$ cat src/rtl/fifo_drain_tx.sv
// fifo_drain_tx: pops 9-bit words from the read side of the scan-testable FIFO
// and transmits each payload byte as an async frame (start, 8 data LSB first,
// stop). An end-of-packet word is followed by an idle gap. Every state flop
// belongs to one scan chain: SI -> eop -> shreg -> bitcnt -> baud -> state -> S0.
module fifo_drain_tx #(
    parameter int unsigned CLKS_PER_BIT = 4,
    parameter int unsigned GAP_BITS     = 2
) (
    input  logic       clock,
    input  logic       reset,
    input  logic       pin,
    input  logic [8:0] din,
    output logic       sout,
    output logic       txd,
    output logic       busy,
    input  logic       TM,
    input  logic       SI,
    output logic       S0
);

    localparam int unsigned W         = (CLKS_PER_BIT > 1) ? $clog2(CLKS_PER_BIT) : 1;
    localparam int unsigned CHAIN_LEN = 16 + W;
    localparam logic [W-1:0] BAUD_LAST = W'(CLKS_PER_BIT - 1);
    localparam logic [3:0]   DATA_LAST = 4'd7;
    localparam logic [3:0]   GAP_LAST  = 4'(GAP_BITS - 1);
    localparam logic         HAS_GAP   = (GAP_BITS > 0);

    typedef enum logic [2:0] {
        ST_IDLE  = 3'd0,
        ST_START = 3'd1,
        ST_DATA  = 3'd2,
        ST_STOP  = 3'd3,
        ST_GAP   = 3'd4
    } state_e;

    state_e         state_q, state_d;
    logic [W-1:0]   baud_q,  baud_d;
    logic [3:0]     bitcnt_q, bitcnt_d;
    logic [7:0]     shreg_q, shreg_d;
    logic           eop_q,   eop_d;

    logic                 pop_c;
    logic                 bit_end_c;
    logic [W-1:0]         baud_inc_c;
    logic [CHAIN_LEN-1:0] chain_c;
    logic [CHAIN_LEN-1:0] chain_next_c;
    logic [2:0]           scan_state_c;

    // A pop happens only from IDLE with data available and scan mode off.
    assign pop_c      = (state_q == ST_IDLE) && pin && !TM;
    assign bit_end_c  = (baud_q == BAUD_LAST);
    assign baud_inc_c = baud_q + W'(1);

    // Whole register set viewed as the scan chain, eop nearest SI.
    assign chain_c      = {eop_q, shreg_q, bitcnt_q, baud_q, state_q};
    assign chain_next_c = {SI, chain_c[CHAIN_LEN-1:1]};

    // Next-state logic: functional frame sequencing, overridden by scan shift.
    always_comb begin
        state_d      = state_q;
        baud_d       = baud_q;
        bitcnt_d     = bitcnt_q;
        shreg_d      = shreg_q;
        eop_d        = eop_q;
        scan_state_c = 3'd0;

        case (state_q)
            ST_IDLE: begin
                if (pop_c) begin
                    shreg_d  = din[7:0];
                    eop_d    = din[8];
                    baud_d   = '0;
                    bitcnt_d = 4'd0;
                    state_d  = ST_START;
                end
            end

            ST_START: begin
                baud_d = baud_inc_c;
                if (bit_end_c) begin
                    baud_d  = '0;
                    state_d = ST_DATA;
                end
            end

            ST_DATA: begin
                baud_d = baud_inc_c;
                if (bit_end_c) begin
                    baud_d   = '0;
                    shreg_d  = {1'b0, shreg_q[7:1]};
                    bitcnt_d = bitcnt_q + 4'd1;
                    if (bitcnt_q == DATA_LAST) begin
                        state_d = ST_STOP;
                    end
                end
            end

            ST_STOP: begin
                baud_d = baud_inc_c;
                if (bit_end_c) begin
                    baud_d = '0;
                    if (eop_q && HAS_GAP) begin
                        bitcnt_d = 4'd0;
                        state_d  = ST_GAP;
                    end else begin
                        state_d = ST_IDLE;
                    end
                end
            end

            ST_GAP: begin
                baud_d = baud_inc_c;
                if (bit_end_c) begin
                    baud_d   = '0;
                    bitcnt_d = bitcnt_q + 4'd1;
                    if (bitcnt_q == GAP_LAST) begin
                        eop_d   = 1'b0;
                        state_d = ST_IDLE;
                    end
                end
            end

            // Unused codes (reachable only through scan) recover to IDLE.
            default: begin
                state_d = ST_IDLE;
            end
        endcase

        if (TM) begin
            {eop_d, shreg_d, bitcnt_d, baud_d, scan_state_c} = chain_next_c;
            state_d = state_e'(scan_state_c);
        end
    end

    // State register; reset wins over scan.
    always_ff @(posedge clock) begin
        if (reset) begin
            state_q  <= ST_IDLE;
            baud_q   <= '0;
            bitcnt_q <= 4'd0;
            shreg_q  <= 8'd0;
            eop_q    <= 1'b0;
        end else begin
            state_q  <= state_d;
            baud_q   <= baud_d;
            bitcnt_q <= bitcnt_d;
            shreg_q  <= shreg_d;
            eop_q    <= eop_d;
        end
    end

    // Serial line level for the current bit; forced idle-high in scan mode.
    always_comb begin
        txd = 1'b1;
        if (!TM) begin
            case (state_q)
                ST_START: txd = 1'b0;
                ST_DATA:  txd = shreg_q[0];
                default:  txd = 1'b1;
            endcase
        end
    end

    assign sout = !pop_c;
    assign busy = (state_q != ST_IDLE);
    assign S0   = chain_c[0];

endmodule

$ cat config.mk
export PLATFORM = sky130hd
export DESIGN_NAME = fifo_drain_tx
export DESIGN_NICKNAME = d
export VERILOG_FILES = /design/src/rtl/fifo_drain_tx.sv
export SDC_FILE = /design/constraint.sdc
export NUM_CORES = 1
export LEC_CHECK = 0
export BUFFER_PORTS_ARGS = -buffer_cell sky130_fd_sc_hd__buf_2
export CAP_MARGIN = 30
export CORE_UTILIZATION = 52
export CTS_BUF_LIST = sky130_fd_sc_hd__clkbuf_8
export CTS_CLUSTER_SIZE = 20
export DETAILED_ROUTE_END_ITERATION = 12
export PLACE_DENSITY = 0.84
export SYNTH_ARGS = -nofsm -noshare
export SYNTH_HDL_FRONTEND = slang
export SYNTH_SLANG_ARGS = --single-unit
$ cat constraint.sdc
create_clock -name clock -period 1.6 [get_ports clock]
set_input_delay 0.32 -clock clock [delete_from_list [all_inputs] [get_ports clock]]
set_output_delay 0.32 -clock clock [all_outputs]
set_load 0.02 [all_outputs]
==> results of run 1 <==
power breakdown:
group	switching [mW]	internal [mW]
combinational	0.727	0.674
clock	0.164	0.219
sequential	0.124	0.575
total	1.01	1.47
repair_timing:
| item | in CTS | in global routing |
|---|---|---|
| pin swaps | 0 | 1 |
| gates resized for setup | 5 | 19 |
| buffers inserted | 0 | 5 |
| endpoints found under the setup margin | 6 | 16 |
how the worst min path moves through the flow:
stage,endpoint,from,slack (ns)
CTS,eop_q,SI,0.33
finish,eop_q,SI,0.33
global placement,baud_q[0],baud_q[1],0.48
detailed placement,shreg_q[5],shreg_q[5],0.49
floorplan,baud_q[1],baud_q[1],0.47
global route,eop_q,SI,0.33
cells by family after synthesis:
family,after synthesis
adders and majority gates,3
xor gates and xnor gates,1
muxes,8
DFF,18
buffers and inverters,18
AOI/OAI and AO/OA,41
and+or+nand+nor,52
through the flow:
stage                     setup TNS (ns)  power, mW  area [um^2]  utilization  worst slack (ns)
after detailed placement        -0.01574      1.768         1359       0.6720          -0.01084
after global placement                 0      1.719         1359       0.6720           0.05043
final                           -0.09307      2.483         1538       0.7605          -0.05233
after CTS                       -0.03363      2.196         1429       0.7067          -0.02725
after global routing             -0.4713      2.616         1538       0.7605          -0.08064
after floorplan                        0      1.413         1164            -          0.002563
area by class of cell:
class	instances	area (um^2)
clock buffer	4	55.05
fill	139	484.2
timing repair buffer	37	281.5
tap	27	33.78
inverter	8	30.03
multi-input combinational	105	765.7
sequential	18	371.6
worst register-to-register path, delay by kind of cell (launching register included):
kind	cells	cell delay, ns
AO/OA/AOI/OAI	2	0.46
flip-flops	1	0.38
AND/OR/NAND/NOR	2	0.71
cell usage in the layout, fill, tap and decap left out, types with 3 or more instances in the layout:
cell type | synthesis | routed
a211oi_1 | 7 | 7
a21oi_1 | 4 | 3
a31oi_1 | 6 | 6
buf_2 | 2 | 16
buf_4 | 3 | 15
buf_6 | 1 | 3
clkbuf_8 | 0 | 4
dfxtp_1 | 18 | 15
dfxtp_4 | 0 | 3
inv_1 | 8 | 8
mux2i_1 | 7 | 7
nand2_1 | 12 | 12
nand3_1 | 5 | 4
nor2_1 | 12 | 11
nor2b_1 | 3 | 3
nor3_1 | 5 | 3
o21ai_0 | 5 | 4
layer usage:
| layer | GRT usage | vias up |
|---|---|---|
| met4 | 0.03922 | 0 |
| met2 | 0.4795 | 36 |
| met3 | 0.06231 | 0 |
| met1 | 0.3106 | 593 |
| met5 | 0 | - |
| li1 | - | 595 |
flip-flops by register name, indices dropped and copies added (netlist names):
register	count
state_q	3
shreg_q	8
baud_q	2
eop_q	1
bitcnt_q	4
==> flow_summary.yaml, run 1 <==
critical_path:
  critPathRequiredTime_ns: 1.75
  worstSetupEndpointType: "register"
  worstReg2RegStart: "state_q[0]"
  timing.rr.end: "state_q[2]"
  path_class: "register to register"
  crit_fanout: 9
  start_kind: "register"
  cp_num_buf_inv: 0
  crit_end: "state_q[2]"
  crit_family: "simple AND/OR/NAND/NOR gates"
  reg2reg_slack_ns: -0.05
  path_cells: "or4b_1 -> a21o_1 -> and3_4 -> a311oi_2"
  reg2reg_depth: 4
  worstSetupStartpoint: "state_q[0]"
  slowest_stage: "or4b_1"
  cp.depth: 4
  max_stage_delay_ns: 0.53
  cp.arrival_ns: 1.81
global_routing:
  track_usage: 0.2622
  grt_max_degree: 27
  grt_pass1_wl_um: 5037
  grt-ovfl-total: 0
  grt_pass1_vias: 1148
  antenna_found_initial: 0
sta:
  maxSlewHeadroom: 0.7361
  rsz0062_at_grt: "yes"
  post-route-period-util: 1.033
  setup_viol: 2
  slew_viol_final: 0
  hold_viol: 0
  hold_slack_ns: 0.3274
  worstMarginPinSlew_ns: 0.3959
  setup_ws_ns: -0.05233
  fin_skew_ns: 0.006820
  min_period_ns: 1.652
  fmax_mhz: 605.2
cells_and_area:
  fin_cells: 199
  diodes: 0
  drive_above_1_share: 0.3430
  area_growth_pct: 32.72
  finalNetCount: 190
synthesis:
  yosys.area.top_type: "dfxtp_1"
  syn_avg_cell_area_um2: 8.217
  synth.area.top_cells: "dfxtp_1, mux2i_1, a211oi_1"
  synth_compound_area_frac: 0.2667
  synthTopCellsByCount: "dfxtp_1, nand2_1, nor2_1, inv_1"
  yosysUniqueCellTypes: 45
  synth_seq_cells: 18
  yosys.area_share.simple: 0.2354
  yosysWarnings: 0
  synth_cells: 141
  synth_top_family_by_area: "compound AO/OA/AOI/OAI gates"
  synth-seq-area-share: 0.3110
  yosys.area_share.xor_xnor: 0.007559
  synth.most_common_cell: "dfxtp_1"
  synthAdderAreaFrac: 0.03240
  syn_nets: 158
  synthMuxAreaShare: 0.07019
  synth_edf_count: 0
  async_flop_share: 0
  syn_area_um2: 1159
  synth_top_area_frac: 0.3110
  ys.flop_type: "dfxtp_1"
routing:
  drt_iter0_markers: 47
  first_pass_iters: 5
  wire_per_inst_um: 16.60
  ant_nets: 0
  wl_met3_um: 108
  dr_wl_met2_um: 1730
  drc_errors: 0
  top_layer: "met3"
  met1_length_um: 1464
  drt_wl_total_um: 3303
  vias: 1224
  vias_per_cell: 6.151
min_path:
  hp-class: "input port to register"
  whs_path_depth: 3
die:
  core_area_um2: 2022
  core.rowCount: 16
  initial_core_util: 0.5730
  die-height_um: 49.20
  die_x_um: 49.20
  dieArea_um2: 2421
  io_pins: 18
power_and_ir_drop:
  p_leak_nw: 0.6289
  ir_drop_mv: 1.214
  p_per_area_nw_per_um2: 1615
clock_network:
  htreeDepth: 1
  cts_root_buf: "clkbuf_8"
  clk_pin_slew_ns: 0.08
  cts_buffer_depth: 2
  cts_inserted_buffers: 3
  clock_sinks: 18
  tritoncts: "yes"
  insertion_delay_ns: 0.26
  hold_buffers: 0
place:
  dpl.cell_count: 190
  portBuffers: 17
  gp_congestion: 0.8408
  dp_hpwl_um: 2088
outcome:
  violations: "negative setup slack"
  status: "complete, but fails checks"
job:
  drv_cap: 0
Power figures use the tool's default switching activity.
==> inputs of run 2 (changes only) <==
MAX_ROUTING_LAYER = met4   (was not set)
==> flow_summary.yaml, run 2 (synthesis gave the netlist of run 1 again) <==
global_routing:
  antenna_found_initial: 0
  track_usage: 0.2832
  grt_max_degree: 27
  grt_pass1_vias: 1161
  grt_pass1_wl_um: 5133
  grt-ovfl-total: 0
place:
  dpl.cell_count: 191
  dp_hpwl_um: 2090
  post_dp_cell_area_um2: 1366
  portBuffers: 17
  gp_congestion: 0.8720
cells_and_area:
  regMostFlops: "shreg_q"
  largest_reg_flops: 8
  diodes: 0
  reg.largest.list: "shreg_q x8, bitcnt_q x4, state_q x3"
  area_growth_pct: 33.37
  final_cell_mix: "buf_2, buf_4, dfxtp_1, nand2_1, nor2_1"
  drive_above_1_share: 0.3547
  design_area_um2: 1545
  finalNetCount: 190
  multi_input_area_um2: 775.7
  fill_cells: 145
  seqCellArea_um2: 372.9
  fin_cells: 199
sta:
  maxSlewHeadroom: 0.7198
  setup_ws_ns: -0.01027
  slew_viol_final: 0
  min_period_ns: 1.610
  rsz0062_at_grt: "yes"
  hold_slack_ns: 0.3261
  setup_viol: 1
  fmax_mhz: 621.0
  hold_viol: 0
  fin_skew_ns: 0.003751
  worstMarginPinSlew_ns: 0.4202
  tns_ns: -0.01027
  post-route-period-util: 1.006
clock_network:
  cts_root_buf: "clkbuf_8"
  insertion_delay_ns: 0.26
  hold_buffers: 0
  htreeDepth: 1
  clock_sinks: 18
  cts_inserted_buffers: 3
  cts_buffer_depth: 2
  tritoncts: "yes"
  clk_pin_slew_ns: 0.07
routing:
  drt_wl_total_um: 3150
  first_pass_iters: 4
  vias: 1212
  drc_errors: 0
  wire_per_inst_um: 15.83
  drt_iter0_markers: 43
  vias_per_cell: 6.090
  ant_nets: 0
die:
  core.rowCount: 16
  initial_core_util: 0.5730
  core_area_um2: 2022
  die_x_um: 49.20
  dieArea_um2: 2421
  io_pins: 18
  die-height_um: 49.20
job:
  drv_cap: 0
critical_path:
  worstSetupStartpoint: "state_q[2]"
  crit_fanout: 6
  critPathRequiredTime_ns: 1.28
  cp.arrival_ns: 1.29
  reg2reg_slack_ns: 0
  path_class: "register to primary output"
  start_kind: "register"
  worstSetupEndpointType: "primary output"
  timing.rr.end: "state_q[2]"
  worstReg2RegStart: "state_q[0]"
  reg2reg_depth: 4
power_and_ir_drop:
  ir_drop_mv: 0.9682
  finalPower_mw: 2.428
  p_leak_nw: 0.6295
  p_per_area_nw_per_um2: 1571
outcome:
  status: "complete, but fails checks"
  violations: "negative setup slack"
min_path:
  min_to: "eop_q"
  hp-class: "input port to register"
  holdCritStartpoint: "SI"
  whs_path_depth: 3
==> run 2: cell counts in the layout (fill, tap and decap cells not counted) <==
No cell type changed its count.
==> run 2: layer usage <==
metal  global-route usage  share of wire  vias up
met5                    -              0        -
met1               0.3245           0.43      560
met2               0.4817           0.51       46
li1                     -              -      594
met4               0.1225          0.023        0
met3              0.04673          0.040       12
==> run 2: stage by stage <==
step,setup slack [ns],utilization
floorplan,0.002563,-
global placement,0.06191,0.6757
detailed placement,-0.01669,0.6757
CTS,-0.01656,0.7141
global route,-0.04544,0.7642
finish,-0.01027,0.7642
==> run 2: final cells by class <==
cell class / count / area share
multi-input cells: 105 / 0.5020
well taps: 27 / 0.02186
clock buffers: 4 / 0.03563
flip-flops and latches: 18 / 0.2413
inverters: 8 / 0.01943
repair buffers: 37 / 0.1798
==> run 2: timing repair <==
action	CTS	global route
gates resized for setup	8	19
pin swaps	0	2
buffers inserted	0	4
endpoints found under the setup margin	5	13
==> run 2: how the worst max path moves through the flow <==
stage	endpoint	cells past startpoint
2_1_floorplan	bitcnt_q[3]	7
3_3_place_gp	state_q[0]	5
3_5_place_dp	state_q[2]	4
4_1_cts	sout	5
5_1_grt	txd	4
6_report	sout	5
==> run 2: critical path, stage by stage, from the launching register on <==
cell,delay (ns)
dfxtp_4,0.37
buf_6,0.13
nor3_4,0.17
buf_4,0.14
nand3b_1,0.08
buf_6,0.14
==> run 2: where the power goes <==
part           switching [mW]  leakage [nW]  internal (mW)
registers               0.124         0.151          0.577
logic                   0.701         0.450          0.649
clock network           0.158        0.0288          0.219
total                   0.983         0.630           1.44
==> inputs of run 3 (changes only) <==
BUFFER_PORTS_ARGS = -buffer_cell sky130_fd_sc_hd__buf_4   (was -buffer_cell sky130_fd_sc_hd__buf_2)
RECOVER_POWER = 50   (was not set)
TNS_END_PERCENT = 10   (was not set)
==> flow_summary.yaml, run 3 (synthesis gave the netlist of run 1 again) <==
global_routing:
  grt-ovfl-total: 0
  grt_pass1_wl_um: 5340
  track_usage: 0.2911
  grt_pass1_vias: 1231
  antenna_found_initial: 0
  grt_max_degree: 21
clock_network:
  clock_sinks: 18
  cts_buffer_depth: 2
  clk_pin_slew_ns: 0.07
  hold_buffers: 0
  insertion_delay_ns: 0.26
  cts_inserted_buffers: 3
  tritoncts: "yes"
  htreeDepth: 1
  cts_root_buf: "clkbuf_8"
cells_and_area:
  area_growth_pct: 39.20
  fill_cells: 126
  drive_above_1_share: 0.3793
  finalNetCount: 192
  final_cell_mix: "buf_4, dfxtp_1, nand2_1, nor2_1, inv_1"
  largest_reg_flops: 8
  layout_commonest_cell: "buf_4"
  regMostFlops: "shreg_q"
  reg.largest.list: "shreg_q x8, bitcnt_q x4, state_q x3"
  diodes: 0
place:
  dp_hpwl_um: 2109
  gp_congestion: 0.8665
  portBuffers: 17
job:
  drv_cap: 0
critical_path:
  worstSetupEndpointType: "register"
  start_kind: "register"
  slowest_stage: "or4_1"
  crit_family: "simple AND/OR/NAND/NOR gates"
  reg2reg_slack_ns: -0.06
  timing.rr.end: "state_q[0]"
  cp.arrival_ns: 1.79
  worstReg2RegStart: "state_q[1]"
  reg2reg_depth: 5
  critPathRequiredTime_ns: 1.73
  max_stage_delay_ns: 0.52
  crit_fanout: 5
  path_class: "register to register"
  worstSetupStartpoint: "state_q[1]"
  path_cells: "buf_12 -> buf_4 -> or4_1 -> a41oi_1 -> a311oi_2"
  cp_num_buf_inv: 2
sta:
  worstMarginPinSlew_ns: 0.4003
  rsz0062_at_grt: "yes"
  fmax_mhz: 601.6
  fin_skew_ns: 0.006257
  maxSlewHeadroom: 0.7331
  hold_slack_ns: 0.3363
  hold_viol: 0
  setup_ws_ns: -0.06217
  tns_ns: -0.1512
  post-route-period-util: 1.039
  setup_viol: 4
  slew_viol_final: 0
  min_period_ns: 1.662
die:
  io_pins: 18
  initial_core_util: 0.5730
  core_area_um2: 2022
  die_x_um: 49.20
  die-height_um: 49.20
  core.rowCount: 16
  dieArea_um2: 2421
outcome:
  status: "complete, but fails checks"
  violations: "negative setup slack"
routing:
  drt_iter0_markers: 32
  drc_errors: 0
  vias: 1264
  ant_nets: 0
  drt_wl_total_um: 3338
  vias_per_cell: 6.289
  first_pass_iters: 4
  wire_per_inst_um: 16.61
power_and_ir_drop:
  p_per_area_nw_per_um2: 1589
  p_leak_nw: 0.6530
  finalPower_mw: 2.562
  ir_drop_mv: 1.103
min_path:
  min_to: "eop_q"
  whs_path_depth: 3
  holdCritStartpoint: "SI"
  hp-class: "input port to register"
## run 3: layout make-up
class | count | area [um^2] | area share
multi-input cells | 105 | 790.8 | 0.4903
flip-flops and latches | 18 | 374.1 | 0.2320
repair buffers | 39 | 329.1 | 0.2040
clock buffers | 4 | 55.05 | 0.03413
well taps | 27 | 33.78 | 0.02095
inverters | 8 | 30.03 | 0.01862
## run 3: metrics by stage
| step | cell area (um^2) | worst slack (ns) | utilization | cells |
|---|---|---|---|---|
| 2_1_floorplan | 1164 | 0.002563 | - | 141 |
| 3_3_place_gp | 1399 | 0.07979 | 0.6918 | 193 |
| 3_5_place_dp | 1399 | 0.01603 | 0.6918 | 193 |
| 4_1_cts | 1465 | -0.01355 | 0.7246 | 197 |
| 5_1_grt | 1613 | -0.1092 | 0.7976 | 201 |
| 6_report | 1613 | -0.06217 | 0.7976 | 201 |
## run 3: layer usage
metal	vias up	wire length, um	global-route usage
met5	-	0	-
met4	0	44	0.07353
met3	10	129	0.06231
met2	49	1745	0.5228
met1	608	1419	0.3220
li1	597	-	-
## run 3: timing repair
action                                  CTS  global route
pin swaps                                 0             6
resized for setup                         5            23
endpoints found under the setup margin    6            14
setup buffers                             0             4
## run 3: worst max path at each step
stage / to / depth (start not counted)
floorplan: bitcnt_q[3] / 7
global placement: state_q[2] / 5
detailed placement: state_q[0] / 4
CTS: sout / 5
global route: state_q[0] / 4
finish: state_q[0] / 5
## run 3: worst min-delay path, cell delays in order
cell and delay (ns):
buf_4 0.11, inv_1 0.05, a221oi_1 0.07
## run 3: report_power, final
part	switching, mW	leakage (nW)	internal (mW)
registers	0.119	0.151	0.578
clock network	0.153	0.0288	0.219
logic	0.766	0.473	0.728
